**src/rtl/sec_timer_pkg.sv**
```systemverilog
// Shared definitions for the seconds-resolution timer arbiter: FSM state codes
// and the prescaler divide/width helpers.
package sec_timer_pkg;

  typedef logic [1:0] state_t;

  localparam state_t ST_IDLE = 2'd0;
  localparam state_t ST_RUN  = 2'd1;
  localparam state_t ST_DONE = 2'd2;

  function automatic int calc_div(input int clk_hz, input int tick_hz);
    return clk_hz / tick_hz;
  endfunction

  // A divide-by-2 still needs one counter bit.
  function automatic int presc_width(input int div);
    return (div < 2) ? 1 : $clog2(div);
  endfunction

endpackage

```
**src/rtl/tick_prescaler.sv**
```systemverilog
// Free-running 0..DIV-1 counter with synchronous clear; wrap pulses in the cycle
// the counter sits at DIV-1 while enabled. No backpressure, wrap is combinational from state.
module tick_prescaler
  import sec_timer_pkg::*;
#(
  parameter int DIV   = 10,
  parameter int CNT_W = presc_width(DIV)
) (
  input  logic clk_100m,
  input  logic rst,
  input  logic clr,
  input  logic en,
  output logic wrap
);

  localparam logic [CNT_W-1:0] LAST = CNT_W'(DIV - 1);

  logic [CNT_W-1:0] cnt_q;
  logic [CNT_W-1:0] cnt_d;

  // wrap ignores clr so the owner FSM can see the final tick in the same
  // cycle it decides to leave RUN (which is what raises clr).
  assign wrap = en && (cnt_q == LAST);

  always_comb begin
    cnt_d = cnt_q;
    if (clr) begin
      cnt_d = '0;
    end else if (en) begin
      cnt_d = (cnt_q == LAST) ? '0 : cnt_q + CNT_W'(1);
    end
  end

  always_ff @(posedge clk_100m or posedge rst) begin
    if (rst) begin
      cnt_q <= '0;
    end else begin
      cnt_q <= cnt_d;
    end
  end

endmodule

```
**src/rtl/sec_timer_arbiter.sv**
```systemverilog
// Round-robin owner of one shared seconds countdown; grant 1 cycle after req in IDLE,
// done exactly dur*DIV cycles after grant. Requesters wait (hold req) while another owns it.
module sec_timer_arbiter
  import sec_timer_pkg::*;
#(
  parameter int N_REQ   = 4,
  parameter int CLK_HZ  = 100_000_000,
  parameter int TICK_HZ = 1,
  parameter int DUR_W   = 8
) (
  input  logic                   clk_100m,
  input  logic                   rst,
  input  logic [N_REQ-1:0]       req,
  input  logic [N_REQ*DUR_W-1:0] dur,
  output logic [N_REQ-1:0]       gnt,
  output logic [N_REQ-1:0]       done,
  output logic                   busy,
  output logic [DUR_W-1:0]       remaining,
  output logic                   tick
);

  localparam int DIV   = calc_div(CLK_HZ, TICK_HZ);
  localparam int PTR_W = $clog2(N_REQ);

  state_t           state_q,  state_d;
  logic [PTR_W-1:0] owner_q,  owner_d;
  logic [PTR_W-1:0] rr_ptr_q, rr_ptr_d;
  logic [DUR_W-1:0] rem_q,    rem_d;

  logic [DUR_W-1:0] dur_arr [N_REQ];
  logic             pick_vld;
  logic [PTR_W-1:0] pick_idx;
  logic [PTR_W-1:0] cand_idx;
  int               cand;
  logic [PTR_W-1:0] ptr_after;
  logic [N_REQ-1:0] owner_oh;
  logic             presc_clr;
  logic             presc_en;
  logic             presc_wrap;

  always_comb begin
    for (int i = 0; i < N_REQ; i++) begin
      dur_arr[i] = dur[i*DUR_W +: DUR_W];
    end
  end

  // First requester at or after rr_ptr, wrapping around.
  always_comb begin
    pick_vld = 1'b0;
    pick_idx = '0;
    cand     = 0;
    cand_idx = '0;
    for (int k = 0; k < N_REQ; k++) begin
      cand     = (int'(rr_ptr_q) + k) % N_REQ;
      cand_idx = PTR_W'(cand);
      if (!pick_vld && req[cand_idx]) begin
        pick_vld = 1'b1;
        pick_idx = cand_idx;
      end
    end
  end

  assign ptr_after = (owner_q == PTR_W'(N_REQ - 1)) ? '0 : owner_q + PTR_W'(1);

  always_comb begin
    state_d  = state_q;
    owner_d  = owner_q;
    rr_ptr_d = rr_ptr_q;
    rem_d    = rem_q;
    case (state_q)
      ST_IDLE: begin
        if (pick_vld) begin
          state_d = ST_RUN;
          owner_d = pick_idx;
          rem_d   = dur_arr[pick_idx];
        end
      end
      ST_RUN: begin
        // Abort outranks completion: a dropped req never yields done.
        if (!req[owner_q]) begin
          state_d  = ST_IDLE;
          rr_ptr_d = ptr_after;
          rem_d    = '0;
        end else if (rem_q == '0) begin
          state_d = ST_DONE;
        end else if (presc_wrap) begin
          rem_d = rem_q - DUR_W'(1);
          if (rem_q == DUR_W'(1)) begin
            state_d = ST_DONE;
          end
        end
      end
      ST_DONE: begin
        state_d  = ST_IDLE;
        rr_ptr_d = ptr_after;
        rem_d    = '0;
      end
      default: begin
        state_d = ST_IDLE;
        rem_d   = '0;
      end
    endcase
  end

  // Held at zero outside RUN so every grant starts a full, exact interval.
  assign presc_clr = (state_q != ST_RUN) || (state_d != ST_RUN);
  assign presc_en  = (state_q == ST_RUN) && (rem_q != '0);

  tick_prescaler #(
    .DIV (DIV)
  ) u_presc (
    .clk_100m (clk_100m),
    .rst      (rst),
    .clr      (presc_clr),
    .en       (presc_en),
    .wrap     (presc_wrap)
  );

  always_comb begin
    owner_oh          = '0;
    owner_oh[owner_q] = 1'b1;
  end

  assign gnt       = (state_q != ST_IDLE) ? owner_oh : '0;
  assign done      = (state_q == ST_DONE) ? owner_oh : '0;
  assign busy      = (state_q != ST_IDLE);
  assign remaining = rem_q;
  assign tick      = presc_wrap;

  always_ff @(posedge clk_100m or posedge rst) begin
    if (rst) begin
      state_q  <= ST_IDLE;
      owner_q  <= '0;
      rr_ptr_q <= '0;
      rem_q    <= '0;
    end else begin
      state_q  <= state_d;
      owner_q  <= owner_d;
      rr_ptr_q <= rr_ptr_d;
      rem_q    <= rem_d;
    end
  end

endmodule
```
**config.mk**
```make
export PLATFORM = sky130hd
export DESIGN_NAME = sec_timer_arbiter
export DESIGN_NICKNAME = d
export VERILOG_FILES = /design/src/rtl/sec_timer_pkg.sv /design/src/rtl/tick_prescaler.sv /design/src/rtl/sec_timer_arbiter.sv
export SDC_FILE = /design/constraint.sdc
export NUM_CORES = 1
export LEC_CHECK = 0
export CORE_AREA = 2 2 82 84
export DETAILED_ROUTE_END_ITERATION = 10
export DIE_AREA = 0 0 84 86
export GPL_TIMING_DRIVEN = 0
export PLACE_DENSITY = 0.76
export SLEW_MARGIN = 30
export SYNTH_ARGS = -nofsm -noshare
export SYNTH_HDL_FRONTEND = slang
export SYNTH_HIERARCHICAL = 1
export SYNTH_SLANG_ARGS = --single-unit
```
**constraint.sdc**
```tcl
create_clock -name clk_100m -period 3.8 [get_ports clk_100m]
set_input_delay 0.38 -clock clk_100m [delete_from_list [all_inputs] [get_ports clk_100m]]
set_output_delay 0.38 -clock clk_100m [all_outputs]
set_load 0.02 [all_outputs]
```
# Word level (Yosys, flattened, before mapping)
# Index checks and enable logic that the tools add are counted.
# W data, S select, Z words.
# totals
ff_bits	41
latch_bits	0
inputBits	38
ram_bits	0
memories	0
rom_bits	0
# op_classes
n_mul	0
n_bitwise	1
reduce_logical	19
n_shift	0
n_div	0
eq_ne	11
add_sub_neg	6
n_lt_le_gt_ge	7
n_mux	42
# ops
cell	n
$mux W27	3
$mux W8	6
$add A27 B1 Y27 const B	1
$eq A27 B27 Y1 const B	1
$mux W2	11
$bmux W8 S2	1
$pmux W8 S2	1
$lt A2 B3 Y1 const B	5
$bmux W1 S2	5
$mux W1	10
$eq A8 B1 Y1 const B	1
$logic_not A8 Y1	1
$mux W4	2
$pmux W2 S2	2
$reduce_bool A8 Y1	1
$sub A8 B1 Y8 const B	1
$logic_and A1 B1 Y1	6
$ne A3 B3 Y1 const B	2
$reduce_bool A2 Y1	3
$add A2 B1 Y2 const B	2
$add A2 B2 Y2 const B	2
$eq A2 B2 Y1 const B	2
$ne A2 B1 Y1 const B	2
$ne A2 B2 Y1 const B	2
10 further kinds	13

# Logic depth before layout (Yosys ltp)
# depth
word_depth	18
depth_mapped	16
ltp_nobuf	15

# Cells and area by module
# The synthesis kept the hierarchy.
# modules_own_cells
module	area_per_inst_um2	cells_per_inst	instances	seq_area_each_um2
tick_prescaler	1644.1	176	1	675.6
sec_timer_arbiter	1229.9	142	1	350.3

# Least setup slack after synthesis
# No wires, ideal clock.
# synth_path
path_kind	register to register
startpoint	register rem_q[0] (netlist: remaining[0])
endpoint	register u_presc.cnt_q[19]
arrival_ns	4.011
slack_ns	-0.288
n_path_buf	1
path_stages_with_launch	17
t_required_ns	3.722
path_cell_list	dfrtp_1 -> inv_1 -> ha_1 -> nand2_1 -> inv_1 -> a21oi_1 -> clkinv_1 -> nor3_1 -> nand2_1 -> nand2_1 -> a31oi_1 -> nand2b_1 -> o2111ai_4 -> or3_1 -> buf_6 -> or4_1 -> a21oi_1
# synth_between
elab_chain_cells	10
# synth_lines
item	line	text
start: declaration	sec_timer_arbiter.sv:28	logic [DUR_W-1:0] rem_q, rem_d;
start signal: assignment	sec_timer_arbiter.sv:140	rem_q <= rem_d;
$reduce_bool A8 Y1 (*)	sec_timer_arbiter.sv:107	assign presc_en = (state_q == ST_RUN) && (rem_q != '0);
$logic_and A1 B1 Y1 (*)	sec_timer_arbiter.sv:107	
via presc_en	sec_timer_arbiter.sv:38	logic presc_en;
$logic_and A1 B1 Y1 (*)	tick_prescaler.sv:23	assign wrap = en && (cnt_q == LAST);
via tick	sec_timer_arbiter.sv:19	output logic tick
$mux W2 (*)	sec_timer_arbiter.sv:86	end else if (presc_wrap) begin
$mux W2 (*)	sec_timer_arbiter.sv:84	end else if (rem_q == '0) begin
$mux W2 (*)	sec_timer_arbiter.sv:80	if (!req[owner_q]) begin
$pmux W2 S2 (*)	sec_timer_arbiter.sv:70	case (state_q)
$ne A2 B1 Y1 (*)	sec_timer_arbiter.sv:106	assign presc_clr = (state_q != ST_RUN) || (state_d != ST_RUN);
$logic_or A1 B1 Y1 (*)	sec_timer_arbiter.sv:106	
via presc_clr	sec_timer_arbiter.sv:37	logic presc_clr;
$mux W27 or $reduce_bool A2 Y1 (tied branches)	-	
end signal: assignment	tick_prescaler.sv:38	cnt_q <= cnt_d;
end: declaration	tick_prescaler.sv:18	logic [CNT_W-1:0] cnt_q;
# The timed path passes the listed nets; every way through them passes the cells marked *.
# A chain may end at the register's enable or synchronous reset.

# Worst setup path in the final report
# layout_path
startpoint	register rem_q[0] (netlist: remaining[0])
endpoint	register u_presc.cnt_q[25]
# layout_between
elab_chain_cells	10
# layout_lines
item	line
$reduce_bool A8 Y1 (*)	sec_timer_arbiter.sv:107
$logic_and A1 B1 Y1 (*)	sec_timer_arbiter.sv:107
via presc_en	sec_timer_arbiter.sv:38
$logic_and A1 B1 Y1 (*)	tick_prescaler.sv:23
$mux W2 (*)	sec_timer_arbiter.sv:86
$mux W2 (*)	sec_timer_arbiter.sv:84
$mux W2 (*)	sec_timer_arbiter.sv:80
$pmux W2 S2 (*)	sec_timer_arbiter.sv:70
$ne A2 B1 Y1 (*)	sec_timer_arbiter.sv:106
$logic_or A1 B1 Y1 (*)	sec_timer_arbiter.sv:106
via presc_clr	sec_timer_arbiter.sv:37
$mux W27 or $reduce_bool A2 Y1 (tied branches)	-
# Marked as above.

==> impl.org <==
** Yosys
- The synthesized netlist contains 65 unique library cells.
- Of the synthesized area, sequential elements account for 0.357.
- Top-area cell type share of the netlist area :: 0.357
- A synthesized cell averages 9.04 µm².
- The synthesized netlist occupies a cell area of 2870 µm².
- Number of flops mapped to enable cells by yosys :: 0
- Number of synthesized register bits :: 41
- The Yosys step of the flow raised 6 warnings.
- The biggest area contributor in the post-synthesis netlist is sky130_fd_sc_hd__dfrtp_1.
- In the synthesized netlist the async set-or-reset flop fraction comes to 1.00.
- Most used flip-flop cell after synthesis :: sky130_fd_sc_hd__dfrtp_1
- Post-synth net total :: 363
- Cells taking the most area after synthesis :: sky130_fd_sc_hd__dfrtp_1, sky130_fd_sc_hd__mux2i_1, sky130_fd_sc_hd__nand2_1, sky130_fd_sc_hd__a21oi_1, sky130_fd_sc_hd__nor2_1
- Gate count after technology mapping :: 318

** Clock tree
- The clock passes through at most 2 buffers.
- TritonCTS created 5 clock buffers.
- Num Clock Sinks :: 41
- Max H-tree Level :: 2
- Clock-pin slew was measured on the worst setup and hold paths at 0.07 ns.
- The tree is rooted in a sky130_fd_sc_hd__clkbuf_8.
- Insertion delay to the later sink of the worst-skew pair :: 0.29 ns
- TritonCTS built the clock tree.
- In this run, post-CTS hold repair placed 0 buffers.

** Cells and area
- Net count, final :: 430
- Commonest non-fill, non-tap cell in the layout :: sky130_fd_sc_hd__clkdlybuf4s50_1
- With fillers left out, the area of the finished cells amounts to 3670 µm².
- Area growth syn-to-layout :: 27.8%
- 0 antenna diodes ended up in the layout.
- In the final layout, the share of cells above drive strength 1 is 0.117.
- Leaving out fill and tap cells, the most frequent cells in the layout are sky130_fd_sc_hd__clkdlybuf4s50_1, sky130_fd_sc_hd__dfrtp_1, sky130_fd_sc_hd__nand2_1.
- Once layout is complete, the utilization of the core stands at 0.585.

** STA
- For the pin with the worst max-slew slack, the measured transition is 0.861 ns.
- Post-route setup TNS :: 0 ns
- Setup violations remaining at the end of the flow were counted as 0.
- The worst path needs 3.55 ns of the cycle, external delays included.
- The number of hold-slack violations in the final timing report is 0.
- Setup repair after global routing left no endpoint under its margin.
- Post-route clock skew :: 0.00523 ns
- Top achievable clock speed :: 282 MHz
- The max-slew violation count is 0.
- In the finished design, the share of the clock period the worst path needs comes to 0.934.
- Max_slew headroom :: 0.421

** Die
- The floorplan has 29 rows.
- Ports placed on the boundary :: 56
- The die covers 7220 µm².
- In this run the standard cell core region covers 6280 µm².
- Horizontal die dimension :: 84 µm
- Measured along the y axis, the die boundary spans 86 µm.
- Initial cell density of the core :: 0.458

** Setup path
- The startpoint identified for the worst register-to-register timing path is remaining[0].
- For the worst setup path, the data arrival time is 3.77 ns.
- On the critical path, the stage with the largest delay is an instance of sky130_fd_sc_hd__or4_1.
- Critical path data required time :: 4.02 ns
- Type of the worst setup path :: flip-flop to flip-flop
- Along the worst path, the maximum fanout reaches 9.
- Crit path capture type :: flip-flop
- For this run, the slowest stage of the critical path takes 0.50 ns.
- The signal on the critical path passes through inv_1 -> ha_1 -> nand2_1 -> inv_1 -> a21oi_4 -> clkinv_2 -> nor3_4 -> nand2_1 -> nand2_1 -> a31oi_1 -> nand2b_2 -> o2111ai_4 -> or3_1 -> buf_6 -> or4_1 -> a21oi_1.
- In this design, the largest share of critical-path delay is due to simple AND/OR/NAND/NOR gates.
- WP buf/inv :: 4
- Most used cell, CP :: sky130_fd_sc_hd__nand2_1
- Tracing the worst setup path back leads to its startpoint at remaining[0].
- STA classifies the critical path startpoint as a flip-flop.

** Global route
- In the global route stage, met2 resource usage came out at 0.348.
- Entering global routing, the biggest net connects 28 pins.
- The first global-routing pass estimated 12300 µm of wire.
- The global routing stage identified its most utilized layer as met2.
- Number of antenna violations at the first check in global routing :: 0
- For met3 alone, demand over resource in global routing was 0.0462.
- Met1 global-route usage :: 0.267
- Global routing finished with a remaining overflow of 0.
- In the global route stage, overall resource usage came out at 0.205.
- The number of global-route vias before repair is 2620.

** Routing
- In this run the remaining antenna-violating nets after routing total 0.
- The routed layout has 2696 vias.
- DR WL/cell :: 15.4 µm
- For this run, the detailed router's first-pass iteration total came to 4.
- Routed WL :: 7100 µm
- DRC violation count after routing :: 0
- After the first detailed-routing iteration, the DRC count stood at 142.
- Dividing the detail-routed via count by the number of cells gives 5.84.

** Power and ir drop
- Pint :: 1.13 mW
- The share of total power dissipated in sequential elements is 0.314.
- Switching Fraction :: 0.426
- Power share of the combinational group :: 0.542
- Maximum resistive drop on vdd :: 0.000358 V
- The analysis attributes to net switching a power of 837 µW.
- The share of total power dissipated in the clock network is 0.144.
- Summed over all cells, the static leakage comes to 1.46 nW.
- Power comes to 1.97 mW.
- Power per cell area :: 535 nW/µm²

** Placed design
- Detailed placement ended at an HPWL of 5410 µm.
- Total of buffers placed on input and output ports :: 55
- At the end of routability-driven placement, the weighted congestion stood at 0.863.
- Once placement finished, the instance area stood at 3530 µm².

** Min path
- Hold WC Path Type :: input pin to async pin

** Outcome
- Outcome :: finished, final reports clean

** Job
- Number of max-cap violations :: 0
repair_timing:
action                     in CTS  in global routing
buffers inserted                0                  5
setup endpoints to repair       9                  9
pin swaps                       0                  1
gates resized for setup         3                  2
final timing paths:
path | endpoint | slack, ns | depth (start not counted)
max | u_presc/cnt_q[25] | 0.25 | 16
min | rr_ptr_q[0] | 0.47 | 2
max reg2reg | u_presc/cnt_q[25] | 0.25 | 16
min reg2reg | u_presc/cnt_q[26] | 0.56 | 1
max in group asynchronous | u_presc/cnt_q[10] | 2.93 | 2
min in group clk_100m | u_presc/cnt_q[26] | 0.56 | 1
area by class of cell:
cell class / count / area (µm²)
Clock buffer: 7 / 86.3
Multi-Input combinational cell: 248 / 1740
Timing Repair Buffer: 60 / 588
Sequential cell: 41 / 1030
Inverter: 19 / 72.6
Fill cell: 552 / 2610
Buffer: 10 / 65.1
Tap cell: 77 / 96.3
routing by layer:
| metal | share of wire | vias to the layer above | routed length, µm |
|---|---|---|---|
| li1 | - | 1321 | - |
| met1 | 0.43 | 1276 | 3060 |
| met2 | 0.49 | 93 | 3480 |
| met3 | 0.069 | 6 | 487 |
| met4 | 0.0094 | 0 | 67 |
| met5 | 0 | - | 0 |
cell usage after synthesis (all sizes together) (2+ instances only):
cell type  count
or4           11
a211o          2
dfrtp         41
o2111ai        2
xor2           3
clkbuf         5
and2           9
nor4           8
a221o          2
o221ai         4
nand2b         8
o21ai         12
nand4         12
o22ai          3
buf            5
o31ai          9
nor4b          2
nand3          8
a21oi         18
nor3           6
nor2b          3
a31oi          4
mux2i         13
nand2         28
and4           5
ha             7
or3            4
o211ai         6
and3           6
mux2           5
inv           18
o22a           3
nor2          25
xnor2          8
cell families after synthesis:
family | after synthesis | share of synthesized area
mux | 19 | 0.0727
flops | 41 | 0.357
buf+inv | 29 | 0.0474
xor+xnor | 11 | 0.0335
simple gates | 139 | 0.280
compound gates | 72 | 0.179
fa+ha+maj | 7 | 0.0305
power groups by stage:
stage               clock (mW)  combinational, mW  sequential, mW
finish                   0.284               1.06           0.617
global route             0.317               1.17           0.631
CTS                      0.295               1.03           0.614
detailed placement           0               1.02           0.623
global placement             0              0.995           0.617
floorplan                    0              0.642           0.650
sequential cells by signal, indices dropped and copies added, names as in the netlist:
register / count
rr_ptr_q: 2
state_q: 2
remaining: 8
u_presc/cnt_q: 27
owner_q: 2
per-stage QoR:
stage / hold WS, ns / setup WS (ns) / instances
after floorplan: 0.269 / 0.0204 / 318
after global placement: 0.537 / -0.209 / 450
after detailed placement: 0.537 / -0.296 / 450
after CTS: 0.489 / 0.0900 / 457
after global routing: 0.527 / 0.00887 / 462
final: 0.473 / 0.249 / 462
Note: power is estimated with default switching activity, not from simulation.
==> edit (same flow settings) <==
One comparison of `cnt_q` changes from == to >=.
--- a/src/rtl/tick_prescaler.sv
+++ b/src/rtl/tick_prescaler.sv
@@ -27,7 +27,7 @@
     if (clr) begin
       cnt_d = '0;
     end else if (en) begin
-      cnt_d = (cnt_q == LAST) ? '0 : cnt_q + CNT_W'(1);
+      cnt_d = (cnt_q >= LAST) ? '0 : cnt_q + CNT_W'(1);
     end
   end
 
Formal check against the unedited RTL: no difference found for any inputs over 10 cycles, from zero or initial values and one cycle with rst high; that may be too few to reach the edited logic, so the function may still have changed.
==> edit against the unedited design <==
- clock power fell by 2%
- sequential cell count unchanged
- synthesized area increased by 3.7%
- routed wire length is 14% higher
- setup slack gained 0.059 ns
- worst hold slack improved by 0.034 ns
- cell count grew 4.3%
- power rose by 4.2%
- final area is 1.1% higher
- critical endpoint is now u_presc/cnt_q[19]
==> edit: results (changes against the unedited design) <==
Synth
  – Post-synth cell types: 60 (was 65)
  – Avg Inst Size Synth: 8.72 sq um (was 9.04 sq um)
  – Mux share of post-synthesis cell area: 7.68% (was 7.27%)
  – Post-synthesis sequential area ratio: 34.4% (was 35.7%)
  – Post-synthesis adder-cell area fraction: 2.94% (was 3.05%)
  – XOR/XNOR Fraction of Synth Area: 0.294% (was 3.35%)
  – Synth Area in Compound Gates: 19.4% (was 17.9%)
  – Top cells by count, synth: dfrtp_1 (41), a31oi_1 (33), nand2_1 (32) (was dfrtp_1 (41), nand2_1 (28), nor2_1 (24))
  – Ranking of synthesized cells by area: dfrtp_1 (34%), a31oi_1 (6.9%), mux2i_1 (5.0%) (was dfrtp_1 (36%), mux2i_1 (4.5%), nand2_1 (3.7%))
  – Synth async-reset ratio: 100% (unchanged)
  – Post-Syn Nets: 387 (was 363)

Route
  – Initial DRC Count: 132 (was 142)
  – Met2 WL post-DR: 4120 microns (was 3480 microns)
  – Via Count: 2928 (was 2696)
  – Routed WL: 8110 microns (was 7100 microns)
  – Top sig layer: met4 (unchanged)
  – Routed vias/inst: 6.07 (was 5.84)
  – Post-route met1 wirelength: 3490 microns (was 3060 microns)
  – Met3 Routed Length: 358 microns (was 487 microns)

Clock tree
  – Post-CTS sizing: 0 (was 3)
  – Clk pin slew, worst setup/hold paths: 0.08 ns
  – H-tree depth: 2 (unchanged)
  – Setup bufs post-CTS: 0 (unchanged)

Global routing
  – Vias in the first global route: 2785 (was 2620)
  – GRT Total Usage: 22.8% (was 20.5%)
  – First-pass GRT wire length: 13500 microns (was 12300 microns)

Place
  – Dpl ws: 0.366 ns (was -0.296 ns)
  – Placed Instances: 474 (was 450)
  – Gpl congestion: 0.861 (was 0.863)
  – DP Wirelength: 6050 microns (was 5410 microns)
  – Placed cell areas: 3630 sq um (was 3530 sq um)

Final layout
  – Final nets: 449 (was 430)
  – Max reg flops: 27 (unchanged)
  – Layout cell share with drive strength beyond 1: 9.14% (was 11.7%)

Power and ir drop
  – Comb. pwr: 1.15 mW (was 1.06 mW)
  – Pleak: 1.51 nW (was 1.46 nW)
  – Peak VDD IR: 0.000342 V (was 0.000358 V)
  – Cell internal pwr: 1.15 mW (was 1.13 mW)
  – Pwr Total: 2.05 mW (was 1.97 mW)

Worst setup path
  – Critical Path AT: 3.68 ns (was 3.77 ns)
  – CP max FO: 10 (was 9)
  – Worst reg2reg setup slack: 0.31 ns (was 0.25 ns)
  – Crit path max-delay family: compound AO/OA/AOI/OAI gates (was simple AND/OR/NAND/NOR gates)
  – CP max-delay cell: a311oi_4 (was or4_1)
  – Max stage delay on crit path: 0.69 ns (was 0.50 ns)

STA
  – Setup Skew: 0.0102 ns (was 0.00523 ns)
  – Worst Max-Slew Pin Slew: 0.790 ns (was 0.861 ns)
  – Final hold vios: 0 (unchanged)
  – Fin crit share: 91.9% (was 93.4%)
  – Worst hold slack: 0.507 ns (was 0.473 ns)

Outcome
  – Status: finished, final reports clean (unchanged)

Worst hold path
  – Hold Crit Class: register to register (was input pin to asynchronous set/reset pin)
-- edit: final cells by class --
class / instances / area, sq um
fillers: 558 / 2570
multi-input cells: 265 / 1780
flip-flops and latches: 41 / 1030
repair buffers: 55 / 551
plain buffers: 18 / 113
well taps: 77 / 96.3
clock buffers: 6 / 72.6
inverters: 18 / 67.6
clock inverters: 2 / 10.0
-- edit: routing by layer --
metal  GRT usage [%]  up-vias
met4            8.06        0
met1            29.0     1399
met2            40.1       95
li1                -     1422
met3            3.08       12
met5               0        -
-- edit: final timing paths --
| path | cells past startpoint | to | startpoint |
|---|---|---|---|
| max reg2reg | 12 | u_presc/cnt_q[19] | remaining[5] |
| min reg2reg | 1 | u_presc/cnt_q[20] | u_presc/cnt_q[20] |
| min | 1 | u_presc/cnt_q[20] | u_presc/cnt_q[20] |
| max in group asynchronous | 2 | u_presc/cnt_q[13] | rst |
| min in group asynchronous | 2 | remaining[1] | rst |
| max | 12 | u_presc/cnt_q[19] | remaining[5] |
